<file path="src/rtl/pc_fetch_unit_if.sv">
`default_nettype none
// ============================================================================
// pc_fetch_unit_if : control, branch-redirect, IMEM and IF/ID signals of the
//                    fetch unit.                                Rev 1.0
// ============================================================================
interface pc_fetch_unit_if #(
    parameter int INST_WIDTH      = 32,
    parameter int INST_ADDR_WIDTH = 32
);
    logic                       start;
    logic                       branch_taken;
    logic                       branch_source;
    logic [INST_ADDR_WIDTH-1:0] branch_jalr_target;
    logic [INST_ADDR_WIDTH-1:0] branch_jal_beq_bne_target;
    logic                       stall_id;
    logic                       imem_req;
    logic [INST_ADDR_WIDTH-1:0] imem_addr;
    logic                       imem_gnt;
    logic                       imem_rvalid;
    logic [INST_WIDTH-1:0]      imem_rdata;
    logic [INST_WIDTH-1:0]      inst_IF_ID;
    logic [INST_ADDR_WIDTH-1:0] PC_IF_ID;
    logic                       valid_IF_ID;
    logic                       misalign_err;

    modport master (
        output start, branch_taken, branch_source, branch_jalr_target,
               branch_jal_beq_bne_target, stall_id, imem_gnt, imem_rvalid, imem_rdata,
        input  imem_req, imem_addr, inst_IF_ID, PC_IF_ID, valid_IF_ID, misalign_err
    );

    modport slave (
        input  start, branch_taken, branch_source, branch_jalr_target,
               branch_jal_beq_bne_target, stall_id, imem_gnt, imem_rvalid, imem_rdata,
        output imem_req, imem_addr, inst_IF_ID, PC_IF_ID, valid_IF_ID, misalign_err
    );
endinterface
`default_nettype wire

</file>
<file path="src/rtl/pc_fetch_unit.sv">
`default_nettype none
// ============================================================================
// pc_fetch_unit : fetch PC, single-outstanding IMEM requester and IF/ID
//                 register with one-entry skid.  Option macro:
//                 PC_FETCH_MISALIGN_TRAP_EN (trap misaligned redirects). Rev 1.0
// ============================================================================
module pc_fetch_unit #(
    parameter int                         INST_WIDTH      = 32,
    parameter int                         INST_ADDR_WIDTH = 32,
    parameter logic [INST_ADDR_WIDTH-1:0] RESET_PC        = '0
) (
    input  logic             clk,
    input  logic             rst_n,
    pc_fetch_unit_if.slave   bus
);

    localparam logic [INST_ADDR_WIDTH-1:0] c_PC_STEP = INST_ADDR_WIDTH'(4);
    localparam logic [INST_ADDR_WIDTH-1:0] c_BIT0    = INST_ADDR_WIDTH'(1);
    localparam logic [INST_WIDTH-1:0]      c_NOP     = INST_WIDTH'(32'h0000_0013);

    typedef enum logic [2:0] {
        ST_IDLE  = 3'd0,
        ST_REQ   = 3'd1,
        ST_WAIT  = 3'd2,
        ST_HOLD  = 3'd3,
        ST_DRAIN = 3'd4
`ifdef PC_FETCH_MISALIGN_TRAP_EN
        , ST_HALT = 3'd5
`endif
    } state_t;

    state_t                     state_q, state_d;
    logic [INST_ADDR_WIDTH-1:0] pc_q, pc_d;
    logic [INST_ADDR_WIDTH-1:0] out_pc_q, out_pc_d;
    logic [INST_WIDTH-1:0]      inst_q, inst_d;
    logic [INST_ADDR_WIDTH-1:0] pc_ifid_q, pc_ifid_d;
    logic                       valid_q, valid_d;
    logic [INST_WIDTH-1:0]      skid_inst_q, skid_inst_d;
    logic [INST_ADDR_WIDTH-1:0] skid_pc_q, skid_pc_d;
    logic                       skid_valid_q, skid_valid_d;
    logic                       drop_q, drop_d;

    logic                       w_accept;
    logic                       w_redirect;
    logic                       w_in_flight;
    logic [INST_ADDR_WIDTH-1:0] w_target_raw;
    logic [INST_ADDR_WIDTH-1:0] w_target;

    assign w_accept     = !valid_q || !bus.stall_id;
    assign w_redirect   = bus.branch_taken && valid_q && !bus.stall_id;
    assign w_target_raw = bus.branch_source ? (bus.branch_jalr_target & ~c_BIT0)
                                            : bus.branch_jal_beq_bne_target;

`ifdef PC_FETCH_MISALIGN_TRAP_EN
    logic w_misaligned;
    logic mis_q, mis_d;
    assign w_target         = w_target_raw;
    assign w_misaligned     = (w_target_raw[1:0] != 2'b00);
    assign bus.misalign_err = mis_q;
`else
    assign w_target         = w_target_raw & ~(c_BIT0 | (c_BIT0 << 1));
    assign bus.misalign_err = 1'b0;
`endif

    // A response is still owed by memory after this edge.
    always_comb begin
        w_in_flight = ((state_q == ST_REQ) && bus.imem_gnt) ||
                      (((state_q == ST_WAIT) || (state_q == ST_DRAIN)) && !bus.imem_rvalid);
`ifdef PC_FETCH_MISALIGN_TRAP_EN
        if ((state_q == ST_HALT) && drop_q && !bus.imem_rvalid) begin
            w_in_flight = 1'b1;
        end
`endif
    end

    always_comb begin
        state_d      = state_q;
        pc_d         = pc_q;
        out_pc_d     = out_pc_q;
        inst_d       = inst_q;
        pc_ifid_d    = pc_ifid_q;
        valid_d      = valid_q;
        skid_inst_d  = skid_inst_q;
        skid_pc_d    = skid_pc_q;
        skid_valid_d = skid_valid_q;
        drop_d       = drop_q;
`ifdef PC_FETCH_MISALIGN_TRAP_EN
        mis_d        = 1'b0;
`endif

        if (valid_q && !bus.stall_id) begin
            valid_d = 1'b0;
        end

        case (state_q)
            ST_IDLE: begin
                if (bus.start) state_d = ST_REQ;
            end
            ST_REQ: begin
                if (bus.imem_gnt) begin
                    out_pc_d = pc_q;
                    pc_d     = pc_q + c_PC_STEP;
                    state_d  = ST_WAIT;
                end
            end
            ST_WAIT: begin
                if (bus.imem_rvalid) begin
                    if (drop_q) begin
                        drop_d  = 1'b0;
                        state_d = ST_REQ;
                    end else if (w_accept) begin
                        inst_d    = bus.imem_rdata;
                        pc_ifid_d = out_pc_q;
                        valid_d   = 1'b1;
                        state_d   = ST_REQ;
                    end else begin
                        skid_inst_d  = bus.imem_rdata;
                        skid_pc_d    = out_pc_q;
                        skid_valid_d = 1'b1;
                        state_d      = ST_HOLD;
                    end
                end
            end
            ST_HOLD: begin
                if (!bus.stall_id && skid_valid_q) begin
                    inst_d       = skid_inst_q;
                    pc_ifid_d    = skid_pc_q;
                    valid_d      = 1'b1;
                    skid_valid_d = 1'b0;
                    state_d      = ST_REQ;
                end
            end
            ST_DRAIN: begin
                if (bus.imem_rvalid) state_d = ST_IDLE;
            end
`ifdef PC_FETCH_MISALIGN_TRAP_EN
            ST_HALT: begin
                if (bus.imem_rvalid) drop_d = 1'b0;
            end
`endif
            default: state_d = ST_IDLE;
        endcase

        // Redirect overrides any IF/ID load decided above.
        if (w_redirect) begin
            valid_d      = 1'b0;
            skid_valid_d = 1'b0;
            inst_d       = inst_q;
            pc_ifid_d    = pc_ifid_q;
            drop_d       = w_in_flight;
`ifdef PC_FETCH_MISALIGN_TRAP_EN
            if (w_misaligned) begin
                mis_d   = 1'b1;
                pc_d    = pc_q;
                state_d = ST_HALT;
            end else begin
                pc_d    = w_target;
                state_d = w_in_flight ? ST_WAIT : ST_REQ;
            end
`else
            pc_d    = w_target;
            state_d = w_in_flight ? ST_WAIT : ST_REQ;
`endif
        end

        if (!bus.start) begin
            pc_d         = RESET_PC;
            valid_d      = 1'b0;
            skid_valid_d = 1'b0;
            drop_d       = 1'b0;
            state_d      = w_in_flight ? ST_DRAIN : ST_IDLE;
`ifdef PC_FETCH_MISALIGN_TRAP_EN
            mis_d        = 1'b0;
`endif
        end
    end

    always_ff @(posedge clk) begin
        if (!rst_n) begin
            state_q      <= ST_IDLE;
            pc_q         <= RESET_PC;
            out_pc_q     <= '0;
            inst_q       <= c_NOP;
            pc_ifid_q    <= '0;
            valid_q      <= 1'b0;
            skid_inst_q  <= '0;
            skid_pc_q    <= '0;
            skid_valid_q <= 1'b0;
            drop_q       <= 1'b0;
        end else begin
            state_q      <= state_d;
            pc_q         <= pc_d;
            out_pc_q     <= out_pc_d;
            inst_q       <= inst_d;
            pc_ifid_q    <= pc_ifid_d;
            valid_q      <= valid_d;
            skid_inst_q  <= skid_inst_d;
            skid_pc_q    <= skid_pc_d;
            skid_valid_q <= skid_valid_d;
            drop_q       <= drop_d;
        end
    end

`ifdef PC_FETCH_MISALIGN_TRAP_EN
    always_ff @(posedge clk) begin
        if (!rst_n) mis_q <= 1'b0;
        else        mis_q <= mis_d;
    end
`endif

    assign bus.imem_req    = (state_q == ST_REQ);
    assign bus.imem_addr   = pc_q;
    assign bus.inst_IF_ID  = inst_q;
    assign bus.PC_IF_ID    = pc_ifid_q;
    assign bus.valid_IF_ID = valid_q;

endmodule
`default_nettype wire

</file>
<file path="src/flat_wrapper.sv">
// flat-port wrapper written by rule: the top's interface ports become plain ports
module pc_fetch_unit_flat 
#(
    parameter int                         INST_WIDTH      = 32,
    parameter int                         INST_ADDR_WIDTH = 32,
    parameter logic [INST_ADDR_WIDTH-1:0] RESET_PC        = '0
)
  (clk, rst_n, bus_start, bus_branch_taken, bus_branch_source, bus_branch_jalr_target, bus_branch_jal_beq_bne_target, bus_stall_id, bus_imem_gnt, bus_imem_rvalid, bus_imem_rdata, bus_imem_req, bus_imem_addr, bus_inst_IF_ID, bus_PC_IF_ID, bus_valid_IF_ID, bus_misalign_err);
  pc_fetch_unit_if #(.INST_WIDTH(INST_WIDTH), .INST_ADDR_WIDTH(INST_ADDR_WIDTH)) bus_i ();
  input  logic clk;
  input  logic rst_n;
  input wire logic [$bits(bus_i.start)-1:0] bus_start;
  input wire logic [$bits(bus_i.branch_taken)-1:0] bus_branch_taken;
  input wire logic [$bits(bus_i.branch_source)-1:0] bus_branch_source;
  input wire logic [$bits(bus_i.branch_jalr_target)-1:0] bus_branch_jalr_target;
  input wire logic [$bits(bus_i.branch_jal_beq_bne_target)-1:0] bus_branch_jal_beq_bne_target;
  input wire logic [$bits(bus_i.stall_id)-1:0] bus_stall_id;
  input wire logic [$bits(bus_i.imem_gnt)-1:0] bus_imem_gnt;
  input wire logic [$bits(bus_i.imem_rvalid)-1:0] bus_imem_rvalid;
  input wire logic [$bits(bus_i.imem_rdata)-1:0] bus_imem_rdata;
  output wire logic [$bits(bus_i.imem_req)-1:0] bus_imem_req;
  output wire logic [$bits(bus_i.imem_addr)-1:0] bus_imem_addr;
  output wire logic [$bits(bus_i.inst_IF_ID)-1:0] bus_inst_IF_ID;
  output wire logic [$bits(bus_i.PC_IF_ID)-1:0] bus_PC_IF_ID;
  output wire logic [$bits(bus_i.valid_IF_ID)-1:0] bus_valid_IF_ID;
  output wire logic [$bits(bus_i.misalign_err)-1:0] bus_misalign_err;
  assign bus_i.start = bus_start;
  assign bus_i.branch_taken = bus_branch_taken;
  assign bus_i.branch_source = bus_branch_source;
  assign bus_i.branch_jalr_target = bus_branch_jalr_target;
  assign bus_i.branch_jal_beq_bne_target = bus_branch_jal_beq_bne_target;
  assign bus_i.stall_id = bus_stall_id;
  assign bus_i.imem_gnt = bus_imem_gnt;
  assign bus_i.imem_rvalid = bus_imem_rvalid;
  assign bus_i.imem_rdata = bus_imem_rdata;
  assign bus_imem_req = bus_i.imem_req;
  assign bus_imem_addr = bus_i.imem_addr;
  assign bus_inst_IF_ID = bus_i.inst_IF_ID;
  assign bus_PC_IF_ID = bus_i.PC_IF_ID;
  assign bus_valid_IF_ID = bus_i.valid_IF_ID;
  assign bus_misalign_err = bus_i.misalign_err;
  pc_fetch_unit #(.INST_WIDTH(INST_WIDTH), .INST_ADDR_WIDTH(INST_ADDR_WIDTH), .RESET_PC(RESET_PC)) u_core (.clk(clk), .rst_n(rst_n), .bus(bus_i));
endmodule
</file>
<file path="config.mk">
export PLATFORM = sky130hd
export DESIGN_NAME = pc_fetch_unit_flat
export DESIGN_NICKNAME = d
export VERILOG_FILES = /design/src/rtl/pc_fetch_unit_if.sv /design/src/rtl/pc_fetch_unit.sv /design/src/flat_wrapper.sv
export SDC_FILE = /design/constraint.sdc
export NUM_CORES = 1
export LEC_CHECK = 0
export CAP_MARGIN = 10
export CORE_UTILIZATION = 50
export CTS_CLUSTER_SIZE = 16
export DETAILED_ROUTE_END_ITERATION = 8
export HOLD_SLACK_MARGIN = 0.05
export PLACE_DENSITY = 0.85
export SYNTH_ARGS = -nofsm -noshare
export SYNTH_HDL_FRONTEND = slang
export SYNTH_SLANG_ARGS = --single-unit
</file>
<file path="constraint.sdc">
create_clock -name clk -period 2.13 [get_ports clk]
set_input_delay 0.213 -clock clk [delete_from_list [all_inputs] [get_ports clk]]
set_output_delay 0.213 -clock clk [all_outputs]
set_load 0.05 [all_outputs]
</file>
==> Word level (Yosys, flattened, before mapping) <==
Cells that the tools add are included.
{ "word_totals": {"reg_bits": 198, "in_bits": 104, "output_inout_bits": 99, "word_cells": 96} }
{ "op_classes": {"n_addsub": 1, "n_eq_ne": 13, "muxes": 39, "bitwise": 5, "reduce_logical": 27} }
{ "ops": {"columns": ["cell", "count"], "rows": [
  ["$mux W32", 12],
  ["$pmux W32 S2", 2],
  ["$add A32 B3 Y32 const B", 1],
  ["$mux W3", 8],
  ["$pmux W3 S5", 1],
  ["$mux W1", 12],
  ["$ne A4 B3 Y1 const B", 3],
  ["$reduce_bool A2 Y1", 5],
  ["$reduce_and A2 Y1", 4],
  ["$reduce_and A4 Y1", 2],
  ["$eq A3 B2 Y1 const B", 2],
  ["$logic_and A1 B1 Y1", 6],
  ["$ne A2 B2 Y1 const B", 3],
  ["$reduce_and A6 Y1", 1],
  ["$not A1 Y1", 5],
  ["$reduce_and A5 Y1", 1],
  ["$mux W2", 2],
  ["$ne A2 B1 Y1 const B", 2],
  ["$ne A4 B2 Y1 const B", 1],
  ["$pmux W1 S2", 2],
  ["$eq A3 B1 Y1 const B", 1],
  ["$eq A3 B3 Y1 const B", 1],
  ["$logic_not A1 Y1", 3],
  ["$logic_not A3 Y1", 1],
  ["other kinds (2)", 4]
]} }

==> Longest topological paths before layout <==
{ "logic_depth": {"ltp_word": 8, "mapped_depth": 8, "depth_no_buf": 6} }

==> Worst setup path before layout <==
No wires, ideal clock.
{ "synth_timing": {"kind": "reg-to-reg", "from": "register u_core.pc_q[11], in the netlist u_core.bus.imem_addr[11]", "to": "register u_core.pc_q[25], in the netlist u_core.bus.imem_addr[25]", "setup_time_ns": 0.074, "arrival_time_ns": 1.956, "required_ns": 2.056, "setup_slack_ns": 0.100, "stages_incl_launch_ff": 6, "n_path_buf": 0, "period_less_slack_ns": 2.030, "path_cell_list": "dfxtp_1 -> nand3_1 -> nor3_1 -> nand3_1 -> or3_1 -> a31oi_1"} }
{ "synth_between": {"elab_chain_cells": 4} }
{ "synth_rtl": {"columns": ["item", "line_no", "rtl"], "rows": [
  ["from (decl)", "pc_fetch_unit.sv:33", "logic [INST_ADDR_WIDTH-1:0] pc_q, pc_d;"],
  ["from (signal assigned)", "pc_fetch_unit.sv:192", "pc_q <= pc_d;"],
  ["$add A32 B3 Y32", "pc_fetch_unit.sv:102", "pc_d = pc_q + c_PC_STEP;"],
  ["$mux W32", "pc_fetch_unit.sv:100", "if (bus.imem_gnt) begin"],
  ["$mux W32", "pc_fetch_unit.sv:95", "case (state_q)"],
  ["$mux W32", "pc_fetch_unit.sv:145", "if (w_redirect) begin"]
]} }
No other way between the ends. The select of a mux whose other input is x is not followed.
A chain may end at the register's enable or synchronous reset.

==> Worst setup path after layout <==
{ "layout_timing": {"from": "register u_core.pc_q[15], in the netlist u_core.bus.imem_addr[15]", "to": "output bus_imem_addr[15]"} }
{ "layout_rtl": {"columns": ["item", "line_no", "rtl"], "rows": [
  ["to (decl)", "flat_wrapper.sv:22", "output wire logic [$bits(bus_i.imem_addr)-1:0] bus_imem_addr;"]
]} }
No word-level cell between the ends.

==> summary.txt <==
Initial antenna violation count: 0
First-pass detailed-route iteration total: 5
Type of destination of the critical path: primary output
Post-Synth Adder-Cell Area: 0.1447%
Num CTS Buffers: 17
I/O Buffers: 193
Clock root buffer: clkbuf_16
Setup TNS: 0 ns
Dpl ws: 0.08406 ns
Area Overhead vs Synth: 32.75%
Crit-path cells: clkdlybuf4s50_1
Post-CTS sizing: 0
Cell taking the most area after synthesis: dfxtp_1
RSZ-0062 raised after global routing: false
HPWL after DPL: 15140 µm
Clock sink count: 190
First-pass GRT wire length: 37520 µm
Gr usage total: 26.34%
Post-synth top flop: dfxtp_1
Inst Count DP: 1401
Via-to-Cell Ratio: 5.570
Clock Pin Slew Worst Setup and Hold Paths: 0.07 ns
VDD IR max: 628.2 µV
Post-Synth Simple-Gate Area: 24.31%
H-tree Lvls: 4
Area share of the leading cell type in the synthesized netlist: 43.99%
Largest family of logic cells by synthesized area: simple AND/OR/NAND/NOR gates
Hold Buf Count CTS: 0
Crit path arrival time: 1.82 ns
Worst skew pair latency: 0.43 ns
WS Path Type: flip-flop to primary output
Row cnt: 47
Slowest CP cell: clkdlybuf4s50_1
Seq cells post-synth: 190
Initial core utilization: 51.59%
First DRT Iteration DRCs: 613
Ys Warns: 0
ANT nets after route: 0
Routed length per instance: 15.96 µm
Multiplexer area fraction after synthesis: 3.965%
Mean Syn Cell Area: 8.329 µm²
Core footprint: 16760 µm²
Routed Wire Length: 22870 µm
Fin. Hold Viols: 0
Worst setup margin: 0.09749 ns
Worst path required time: 1.92 ns
Fillcell total: 1364
Power Density: 665.8 nW/µm²
Synthesized-area fraction occupied by xor and xnor cells: 2.836%
Boundary Pins: 203
Min Tclk post-route: 2.033 ns
Die span in y: 133.5 µm
Routability cong.: 0.8239
Largest delay share family, worst path: buffers and inverters
Non-filler cells, final: 1433
CTS tree: done
Setup crit start kind: flip-flop
Max-slew violation count: 0
Pwr Total: 7.642 mW
Gate Count Post-Synth: 1038
Layout cells sized above 1: 8.079%
Antenna Cells: 0
Grt ovf: 0
Full die area: 17820 µm²
Worst-margin pin slew: 0.6196 ns
Largest cells by area after synthesis: dfxtp_1 44%, nand2_1 12%, nand3_1 7.7%
Pin count of the biggest net entering global routing: 156
Max incr delay on CP: 0.92 ns
Hold slack: 0.07635 ns
Status: finished, final reports clean
CP Max Fanout: 7
Max Clock Skew: 0.009204 ns
Leading cell type in the layout, fill and taps excluded: nand2_1
Number of nets in the layout: 1305
Post-CTS Repair Setup Buffers: 0
Max_slew headroom: 58.69%
Synth Area in Compound Gates: 20.01%
FMAX: 492.0 MHz
Fin crit share: 95.42%
Leakage: 4.577 nW
Bufs and invs on worst path: 1
Die width: 133.5 µm
Commonest non-fill, non-tap cells in the layout: 264 x nand2_1, 191 x clkdlybuf4s50_1, 189 x dfxtp_1
Sequential area share after synthesis: 43.99%
Max_cap viols: 0
FFs w/ async S/R, synth: 0%
Mapped Area: 8646 µm²
Max clock buf depth: 2
Vias in the first global route: 7545
Vias: 7982
Post-synth EDFFs: 0
Hold Path Class: input pin to flip-flop
Post-route DRC violation count: 0
Yosys cell types: 48
Setup Viol. Count Final: 0
cell usage after synthesis, types with 11 or more instances:
cell	count
xor2_1	18
mux2i_1	14
a21oi_1	26
o21ai_0	27
nand3_1	133
a21boi_0	74
clkbuf_1	58
dfxtp_1	190
buf_2	21
a21boi_1	18
nand2_1	265
mux2_2	18
nor2_1	13
nand4_1	11
o211a_1	60
worst paths after layout:
| check | startpoint | to | slack (ns) | cells after the start |
|---|---|---|---|---|
| max | u_core.bus.imem_addr[15]$_SDFFE_PN0P_ | bus_imem_addr[15] | 0.1 | 1 |
| min | rst_n | u_core.state_q[1]$_SDFFE_PN0P_ | 0.08 | 3 |
| max reg2reg | u_core.state_q[1]$_SDFFE_PN0P_ | u_core.skid_pc_q[27]$_SDFFE_PN0P_ | 0.30 | 6 |
| min reg2reg | u_core.skid_inst_q[0]$_SDFFE_PN0P_ | u_core.skid_inst_q[0]$_SDFFE_PN0P_ | 0.45 | 2 |
cell families after synthesis:
family                     after synthesis
buffers and inverters                   92
other                                    1
muxes                                   32
AOI/OAI and AO/OA                      228
DFF                                    190
and+or+nand+nor                        466
xor gates and xnor gates                28
adders and majority gates                1
metrics by stage:
step                      area (µm²)  util [%]
final                          11480     68.48
after global routing           11480     68.48
after CTS                      11480     68.48
after detailed placement       10890     64.96
after global placement         10890     64.96
after floorplan                 8661         -
layer usage:
layer	GRT usage [%]	routed length (µm)
met2	42.91	10600
met1	33.97	10100
met5	0	0
met3	6.164	1725
met4	9.596	451
where the power goes:
group          internal, mW  leakage (nW)  total, mW  switching (mW)
logic                 0.384          2.75      0.842           0.458
registers              3.60          1.53       3.63          0.0343
clock network          1.80         0.295       3.17            1.37
total                  5.78          4.58       7.64            1.86
state kept, by name (all words and copies together), names as in the netlist:
name / count
u_core.bus.inst_IF_ID: 32
u_core.skid_inst_q: 32
u_core.bus.PC_IF_ID: 30
u_core.bus.imem_addr: 30
u_core.out_pc_q: 30
u_core.skid_pc_q: 30
u_core.state_q: 3
u_core.bus.valid_IF_ID: 1
u_core.drop_q: 1
u_core.skid_valid_q: 1
cell type report:
cell class              count  area, µm²  area share, %
clock buffers              20      456.7          3.979
clock inverters            12      132.6          1.156
inverters                   2      7.507        0.06541
multi-input cells         760       4478          39.02
flip-flops and latches    190       3805          33.15
well taps                 220      275.3          2.398
repair buffers            229       2322          20.23
Power figures use the tool's default switching activity.
